--- src/rtl/gcd_pkg.sv ---
// Shared types and constants for the subtractive GCD controller.
package gcd_pkg;

   localparam int unsigned STATE_W = 3;

   typedef enum logic [STATE_W-1:0] {
      IDLE = 3'd0,
      LOAD = 3'd1,
      RUN  = 3'd2,
      OUT  = 3'd3,
      DONE = 3'd4,
      ERR  = 3'd5
   } state_t;

   // Datapath operand mux selects
   localparam logic SEL_EXT = 1'b0;
   localparam logic SEL_SUB = 1'b1;

   // States in which a run is in progress
   function automatic logic busy_state(input state_t s);
      return (s == LOAD) || (s == RUN) || (s == OUT);
   endfunction

endpackage

--- src/rtl/gcd_control_if.sv ---
// Handshake and datapath-control bundle between the GCD controller and its surroundings.
interface gcd_control_if;

   logic start;
   logic x_lt_y;
   logic x_ne_y;
   logic x_sel;
   logic y_sel;
   logic x_en;
   logic y_en;
   logic output_en;
   logic busy;
   logic done;
   logic error;

   // System/datapath side
   modport master (
      output start, x_lt_y, x_ne_y,
      input  x_sel, y_sel, x_en, y_en, output_en, busy, done, error
   );

   // Controller side
   modport slave (
      input  start, x_lt_y, x_ne_y,
      output x_sel, y_sel, x_en, y_en, output_en, busy, done, error
   );

endinterface

--- src/rtl/gcd_iter_counter.sv ---
// Saturating step counter with synchronous clear and terminal flag at MAX_ITER.
module gcd_iter_counter #(
   parameter int unsigned MAX_ITER = 1024,
   parameter int unsigned CNT_W    = $clog2(MAX_ITER + 1)
) (
   input  logic             clock,
   input  logic             reset,
   input  logic             clr,
   input  logic             inc,
   output logic [CNT_W-1:0] count,
   output logic             at_max_c
);

   assign at_max_c = (count == CNT_W'(MAX_ITER));

   // Clear wins over increment; increment stops at the terminal value
   always_ff @(posedge clock or negedge reset) begin
      if (!reset) begin
         count <= '0;
      end else if (clr) begin
         count <= '0;
      end else if (inc && !at_max_c) begin
         count <= count + CNT_W'(1);
      end
   end

endmodule

--- src/rtl/gcd_control.sv ---
// Control FSM for the subtractive GCD datapath with start/done handshake and
// an iteration limit that turns degenerate operands into an error exit.
// Optional macro GCD_ITER_COUNT_EN exposes the step counter as iter_count.
module gcd_control
   import gcd_pkg::*;
#(
   parameter  int unsigned MAX_ITER = 1024,
   localparam int unsigned CNT_W    = $clog2(MAX_ITER + 1)
) (
   input  logic             clock,
   input  logic             reset,
   gcd_control_if.slave     bus
`ifdef GCD_ITER_COUNT_EN
   ,
   output logic [CNT_W-1:0] iter_count
`endif
);

   state_t state;
   state_t nxt_c;
   logic   load_q;
   logic   busy_q;
   logic   done_q;
   logic   error_q;
   logic   oen_q;
   logic   at_max_c;
   logic   run_c;
   logic   step_x_c;
   logic   step_y_c;

   // One subtraction step per RUN cycle while operands differ and budget remains
   assign run_c    = (state == RUN);
   assign step_y_c = run_c && bus.x_ne_y && !at_max_c &&  bus.x_lt_y;
   assign step_x_c = run_c && bus.x_ne_y && !at_max_c && !bus.x_lt_y;

   assign bus.x_en      = load_q | step_x_c;
   assign bus.y_en      = load_q | step_y_c;
   assign bus.x_sel     = step_x_c ? SEL_SUB : SEL_EXT;
   assign bus.y_sel     = step_y_c ? SEL_SUB : SEL_EXT;
   assign bus.output_en = oen_q;
   assign bus.busy      = busy_q;
   assign bus.done      = done_q;
   assign bus.error     = error_q;

   // Next-state decode; start is only honoured in IDLE, DONE and ERR
   always_comb begin
      nxt_c = state;
      case (state)
         IDLE:    if (bus.start) nxt_c = LOAD;
         LOAD:    nxt_c = RUN;
         RUN: begin
            if (!bus.x_ne_y)  nxt_c = OUT;
            else if (at_max_c) nxt_c = ERR;
         end
         OUT:     nxt_c = DONE;
         DONE:    if (bus.start) nxt_c = LOAD;
         ERR:     if (bus.start) nxt_c = LOAD;
         default: nxt_c = IDLE;
      endcase
   end

   // State register with Moore outputs registered from the next state
   always_ff @(posedge clock or negedge reset) begin
      if (!reset) begin
         state   <= IDLE;
         load_q  <= 1'b0;
         busy_q  <= 1'b0;
         done_q  <= 1'b0;
         error_q <= 1'b0;
         oen_q   <= 1'b0;
      end else begin
         state   <= nxt_c;
         load_q  <= (nxt_c == LOAD);
         busy_q  <= busy_state(nxt_c);
         done_q  <= (nxt_c == DONE) || (nxt_c == ERR);
         error_q <= (nxt_c == ERR);
         oen_q   <= (nxt_c == OUT);
      end
   end

`ifdef GCD_ITER_COUNT_EN
   gcd_iter_counter #(.MAX_ITER(MAX_ITER), .CNT_W(CNT_W)) u_cnt (
      .clock    (clock),
      .reset    (reset),
      .clr      (load_q),
      .inc      (step_x_c | step_y_c),
      .count    (iter_count),
      .at_max_c (at_max_c)
   );
`else
   logic [CNT_W-1:0] cnt_unused;

   gcd_iter_counter #(.MAX_ITER(MAX_ITER), .CNT_W(CNT_W)) u_cnt (
      .clock    (clock),
      .reset    (reset),
      .clr      (load_q),
      .inc      (step_x_c | step_y_c),
      .count    (cnt_unused),
      .at_max_c (at_max_c)
   );
`endif

endmodule

--- src/flat_wrapper.sv ---
// flat-port wrapper written by rule: the top's interface ports become plain ports
module gcd_control_flat import gcd_pkg::*;
#(
   parameter  int unsigned MAX_ITER = 1024,
   localparam int unsigned CNT_W    = $clog2(MAX_ITER + 1)
)
  (clock, reset, bus_start, bus_x_lt_y, bus_x_ne_y, bus_x_sel, bus_y_sel, bus_x_en, bus_y_en, bus_output_en, bus_busy, bus_done, bus_error);
  gcd_control_if bus_i ();
  input  logic clock;
  input  logic reset;
  input wire logic [$bits(bus_i.start)-1:0] bus_start;
  input wire logic [$bits(bus_i.x_lt_y)-1:0] bus_x_lt_y;
  input wire logic [$bits(bus_i.x_ne_y)-1:0] bus_x_ne_y;
  output wire logic [$bits(bus_i.x_sel)-1:0] bus_x_sel;
  output wire logic [$bits(bus_i.y_sel)-1:0] bus_y_sel;
  output wire logic [$bits(bus_i.x_en)-1:0] bus_x_en;
  output wire logic [$bits(bus_i.y_en)-1:0] bus_y_en;
  output wire logic [$bits(bus_i.output_en)-1:0] bus_output_en;
  output wire logic [$bits(bus_i.busy)-1:0] bus_busy;
  output wire logic [$bits(bus_i.done)-1:0] bus_done;
  output wire logic [$bits(bus_i.error)-1:0] bus_error;
  assign bus_i.start = bus_start;
  assign bus_i.x_lt_y = bus_x_lt_y;
  assign bus_i.x_ne_y = bus_x_ne_y;
  assign bus_x_sel = bus_i.x_sel;
  assign bus_y_sel = bus_i.y_sel;
  assign bus_x_en = bus_i.x_en;
  assign bus_y_en = bus_i.y_en;
  assign bus_output_en = bus_i.output_en;
  assign bus_busy = bus_i.busy;
  assign bus_done = bus_i.done;
  assign bus_error = bus_i.error;
  gcd_control #(.MAX_ITER(MAX_ITER)) u_core (.clock(clock), .reset(reset), .bus(bus_i));
endmodule
--- config.mk ---
export PLATFORM = sky130hd
export DESIGN_NAME = gcd_control_flat
export DESIGN_NICKNAME = d
export VERILOG_FILES = /design/src/rtl/gcd_pkg.sv /design/src/rtl/gcd_control_if.sv /design/src/rtl/gcd_iter_counter.sv /design/src/rtl/gcd_control.sv /design/src/flat_wrapper.sv
export SDC_FILE = /design/constraint.sdc
export NUM_CORES = 1
export LEC_CHECK = 0
export BUFFER_PORTS_ARGS = -buffer_cell sky130_fd_sc_hd__buf_4
export CAP_MARGIN = 40
export CORE_UTILIZATION = 45
export CTS_CLUSTER_DIAMETER = 200
export DETAILED_ROUTE_END_ITERATION = 8
export MAX_ROUTING_LAYER = met4
export PLACE_DENSITY = 0.66
export SYNTH_ARGS = -nofsm -noshare
export SYNTH_HDL_FRONTEND = slang
export SYNTH_SLANG_ARGS = --single-unit
--- constraint.sdc ---
create_clock -name clock -period 3 [get_ports clock]
set_input_delay 0.3 -clock clock [delete_from_list [all_inputs] [get_ports clock]]
set_output_delay 0.3 -clock clock [all_outputs]
set_load 0.05 [all_outputs]
==> PnR_summary.wiki <==
{| class="wikitable"
! Metric !! Value
|-
| Worst setup slack after placement || 831 ps
|-
| Initial core utilization || 47.5%
|-
| Final Hold Vio Count || 0
|-
| Maximum Capacitance Violations || 0
|-
| Via density || 5.21
|-
| Final estimated routing congestion in global placement || 0.782
|-
| Width of the chip || 50.1 um
|-
| Starting DRT DRC Count || 13
|-
| Max Fanout on Critical Path || 10
|-
| Crit path time final || 2520 ps
|-
| Total global routing overflow || 0
|-
| Setup violators final || 0
|-
| Average wire per cell in the routed design || 12.7 um
|-
| Global-route wire length before repair || 3150 um
|-
| Fraction of synthesis flops using an asynchronous set or reset pin || 100%
|-
| Post-route clock period utilization || 84.1%
|-
| Post-detailed-placement cell area || 1130 um2
|-
| Status || completed
|-
| Leakage power total || 0.540 nW
|-
| Cell chain of the critical path || nand4bb_1 > a31oi_2 > and2_1 > or2_1 > buf_4
|-
| Drc violations || 0
|-
| Syn-to-layout area delta || 12.6%
|-
| Total CTS buffers || 3
|-
| Critical Path Sink Type || output pin
|-
| Max rail drop VDD || 529 uV
|-
| Flops & latches, synth || 19
|-
| Total chip power || 0.000878 W
|-
| Antenna-violating nets left || 0
|-
| Dominant combinational cell family by area after synthesis || simple AND/OR/NAND/NOR gates
|-
| Worst EP required || 2700 ps
|-
| Number of setup buffers added after CTS || 0
|-
| Global router's overall resource usage || 17.3%
|-
| Post-Synth Adder-Cell Area || 2.40%
|-
| Delay of the slowest critical-path stage || 530 ps
|-
| Die Ht || 50.1 um
|-
| Power density over the cells || 749 nW/um2
|-
| Vias in the first global route || 722
|-
| Most frequent cells in the layout || sky130_fd_sc_hd__dfrtp_1 (19), sky130_fd_sc_hd__nor2_1 (17), sky130_fd_sc_hd__buf_4 (12)
|-
| Unrepaired setup endpoints after global routing || no
|-
| Synth Net Count || 111
|-
| Die ar. || 2510 um2
|-
| Clock latency reported for the late side of the worst-skew pair || 290 ps
|-
| Least setup slack across all paths after layout || 476 ps
|-
| Site Rows || 17
|-
| Clock Pin Slew Worst Setup and Hold Paths || 110 ps
|-
| Final slew viol count || 0
|-
| Sequential element share of the synthesized area || 45.7%
|-
| Number of sinks handled by clock tree synthesis || 19
|-
| Standard cell core area || 2190 um2
|-
| Number of nets in the layout || 125
|-
| Max frequency || 396 MHz
|-
| Largest net degree at the start of global routing || 20
|-
| Worst slew margin relative to its limit || 67.0%
|-
| Most common flop cell mapped by yosys || sky130_fd_sc_hd__dfrtp_1
|-
| Most frequent standard cell in the layout excluding fill and tap cells || sky130_fd_sc_hd__dfrtp_1
|-
| PortBufs || 12
|-
| Initial antenna violation count || 0
|-
| Root cell of the clock tree || sky130_fd_sc_hd__clkbuf_4
|-
| Pre-Repair DR Iteration Count || 4
|-
| Layout cells sized above 1 || 19.7%
|-
| Final setup TNS || 0 ps
|-
| CTS tree || yes
|-
| Cell count after synthesis || 104
|-
| CP Data Arrival Time || 2220 ps
|-
| Slowest stage cell on the critical path || sky130_fd_sc_hd__nand4bb_1
|-
| Xor and xnor area share after synthesis || 6.73%
|-
| Top-level port count || 13
|-
| Synth warn || 0
|-
| Count of inserted antenna diode cells || 0
|-
| Final non-filler cell area || 1170 um2
|-
| Distinct cell type count of the synthesized netlist || 36
|-
| Startpoint type of the worst setup path || flop
|-
| Start-to-end type of the worst setup path || reg2out
|-
| Number of buffers on the longest clock path || 2
|-
| H-tree levels || 1
|-
| Classification of the worst-slack hold path || in2reg
|-
| Half-perimeter wire length after detailed placement || 1350 um
|-
| Compound-gate portion of the synthesized area || 9.62%
|-
| Count of flip-flops with a built-in enable after synthesis || 0
|-
| Simple logic cell fraction of the synthesized area || 29.8%
|-
| Synthesized cell area || 1040 um2
|-
| Total via count in the routed design || 755
|-
| Total Wirelength || 1840 um
|-
| Worst-case clock skew || 4.32 ps
|-
| Mean instance size in the synthesized netlist || 10.0 um2
|-
| Fraction of synthesized area in multiplexers || 0.962%
|-
| Filler cell count in the final layout || 199
|-
| Measured slew at the worst slew-check pin || 493 ps
|}
-- through the flow --
stage | hold WS, ps | utilization, % | instances
2_1_floorplan | 4.41 | - | 104
3_3_place_gp | 186 | 51.8 | 140
3_5_place_dp | 188 | 51.8 | 140
4_1_cts | 189 | 53.5 | 145
5_1_grt | 196 | 53.5 | 145
6_report | 198 | 53.5 | 145
-- Yosys cell counts, types with 2 or more instances --
cell type / instances / share of area (%)
sky130_fd_sc_hd__ha_1: 2 / 2.4
sky130_fd_sc_hd__a31oi_1: 2 / 1.2
sky130_fd_sc_hd__nor2b_1: 2 / 1.2
sky130_fd_sc_hd__and2_1: 2 / 1.2
sky130_fd_sc_hd__nand4_1: 2 / 1.2
sky130_fd_sc_hd__nand2_1: 5 / 1.8
sky130_fd_sc_hd__o21ai_0: 3 / 1.4
sky130_fd_sc_hd__dfrtp_1: 19 / 46
sky130_fd_sc_hd__inv_1: 5 / 1.8
sky130_fd_sc_hd__buf_6: 2 / 2.2
sky130_fd_sc_hd__o21ai_1: 5 / 2.4
sky130_fd_sc_hd__xor2_1: 3 / 2.5
sky130_fd_sc_hd__o21bai_1: 2 / 1.4
sky130_fd_sc_hd__nor2_1: 17 / 6.1
sky130_fd_sc_hd__nand3_1: 4 / 1.9
sky130_fd_sc_hd__xnor2_1: 5 / 4.2
sky130_fd_sc_hd__nor4b_2: 2 / 2.9
sky130_fd_sc_hd__a21oi_1: 4 / 1.9
-- cell families after synthesis --
kind of cell	after synthesis
adder cells (fa/ha/maj)	2
multiplexers	1
buffers and inverters	9
XOR/XNOR	8
AND/OR/NAND/NOR	48
AO/OA/AOI/OAI	17
flip-flops	19
-- sequential cells by signal (all words and copies together) (netlist names) --
name and flops:
u_core.bus.done 1, u_core.bus.busy 1, u_core.u_cnt.count 11, u_core.state 3, u_core.bus.error 1, u_core.bus.output_en 1
u_core.load_q 1
-- worst max-delay path: cells and delay by family, from the launching register on --
family / cells / cell delay (ps)
flip-flops: 1 / 470
AO/OA/AOI/OAI: 1 / 460
buffers and inverters: 1 / 190
AND/OR/NAND/NOR: 3 / 820
-- worst paths after layout --
kind / from / to / slack (ps) / cells past startpoint
max: u_core.state[0] / bus_y_en / 480 / 5
min: bus_x_ne_y / u_core.bus.output_en / 200 / 2
max reg2reg: u_core.state[0] / u_core.u_cnt.count[1] / 1150 / 4
min reg2reg: u_core.u_cnt.count[10] / u_core.u_cnt.count[10] / 550 / 2
max in group asynchronous: reset / u_core.state[0] / 2410 / 2
min in group asynchronous: reset / u_core.u_cnt.count[7] / 400 / 2
-- what timing repair did --
item	4_1_cts	5_1_grt
hold endpoints to repair	19	0
hold buffers	1	0
resized for setup	0	0
-- where the power goes --
group	switching (W)	internal, W
Clock	0.0000787	0.0000495
Sequential	0.0000701	0.000307
Combinational	0.000233	0.000140
-- cell type report --
type                    instances  area [um2]  share of cell area [%]
clock inverters                 1        5.00                   0.427
well taps                      28        35.0                    2.99
repair buffers                 13         100                    8.54
flip-flops and latches         19         475                    40.6
multi-input cells              76         515                    44.0
clock buffers                   3        22.5                    1.92
inverters                       5        18.8                    1.60
-- per-layer routing --
metal / track usage, % / part of all wire [%]
met2: 25.6 / 46
met1: 22.5 / 50
met5: - / 0
met4: 7.14 / 1.7
met3: 4.01 / 2.2
No activity file was read; power rests on OpenSTA's default activity.
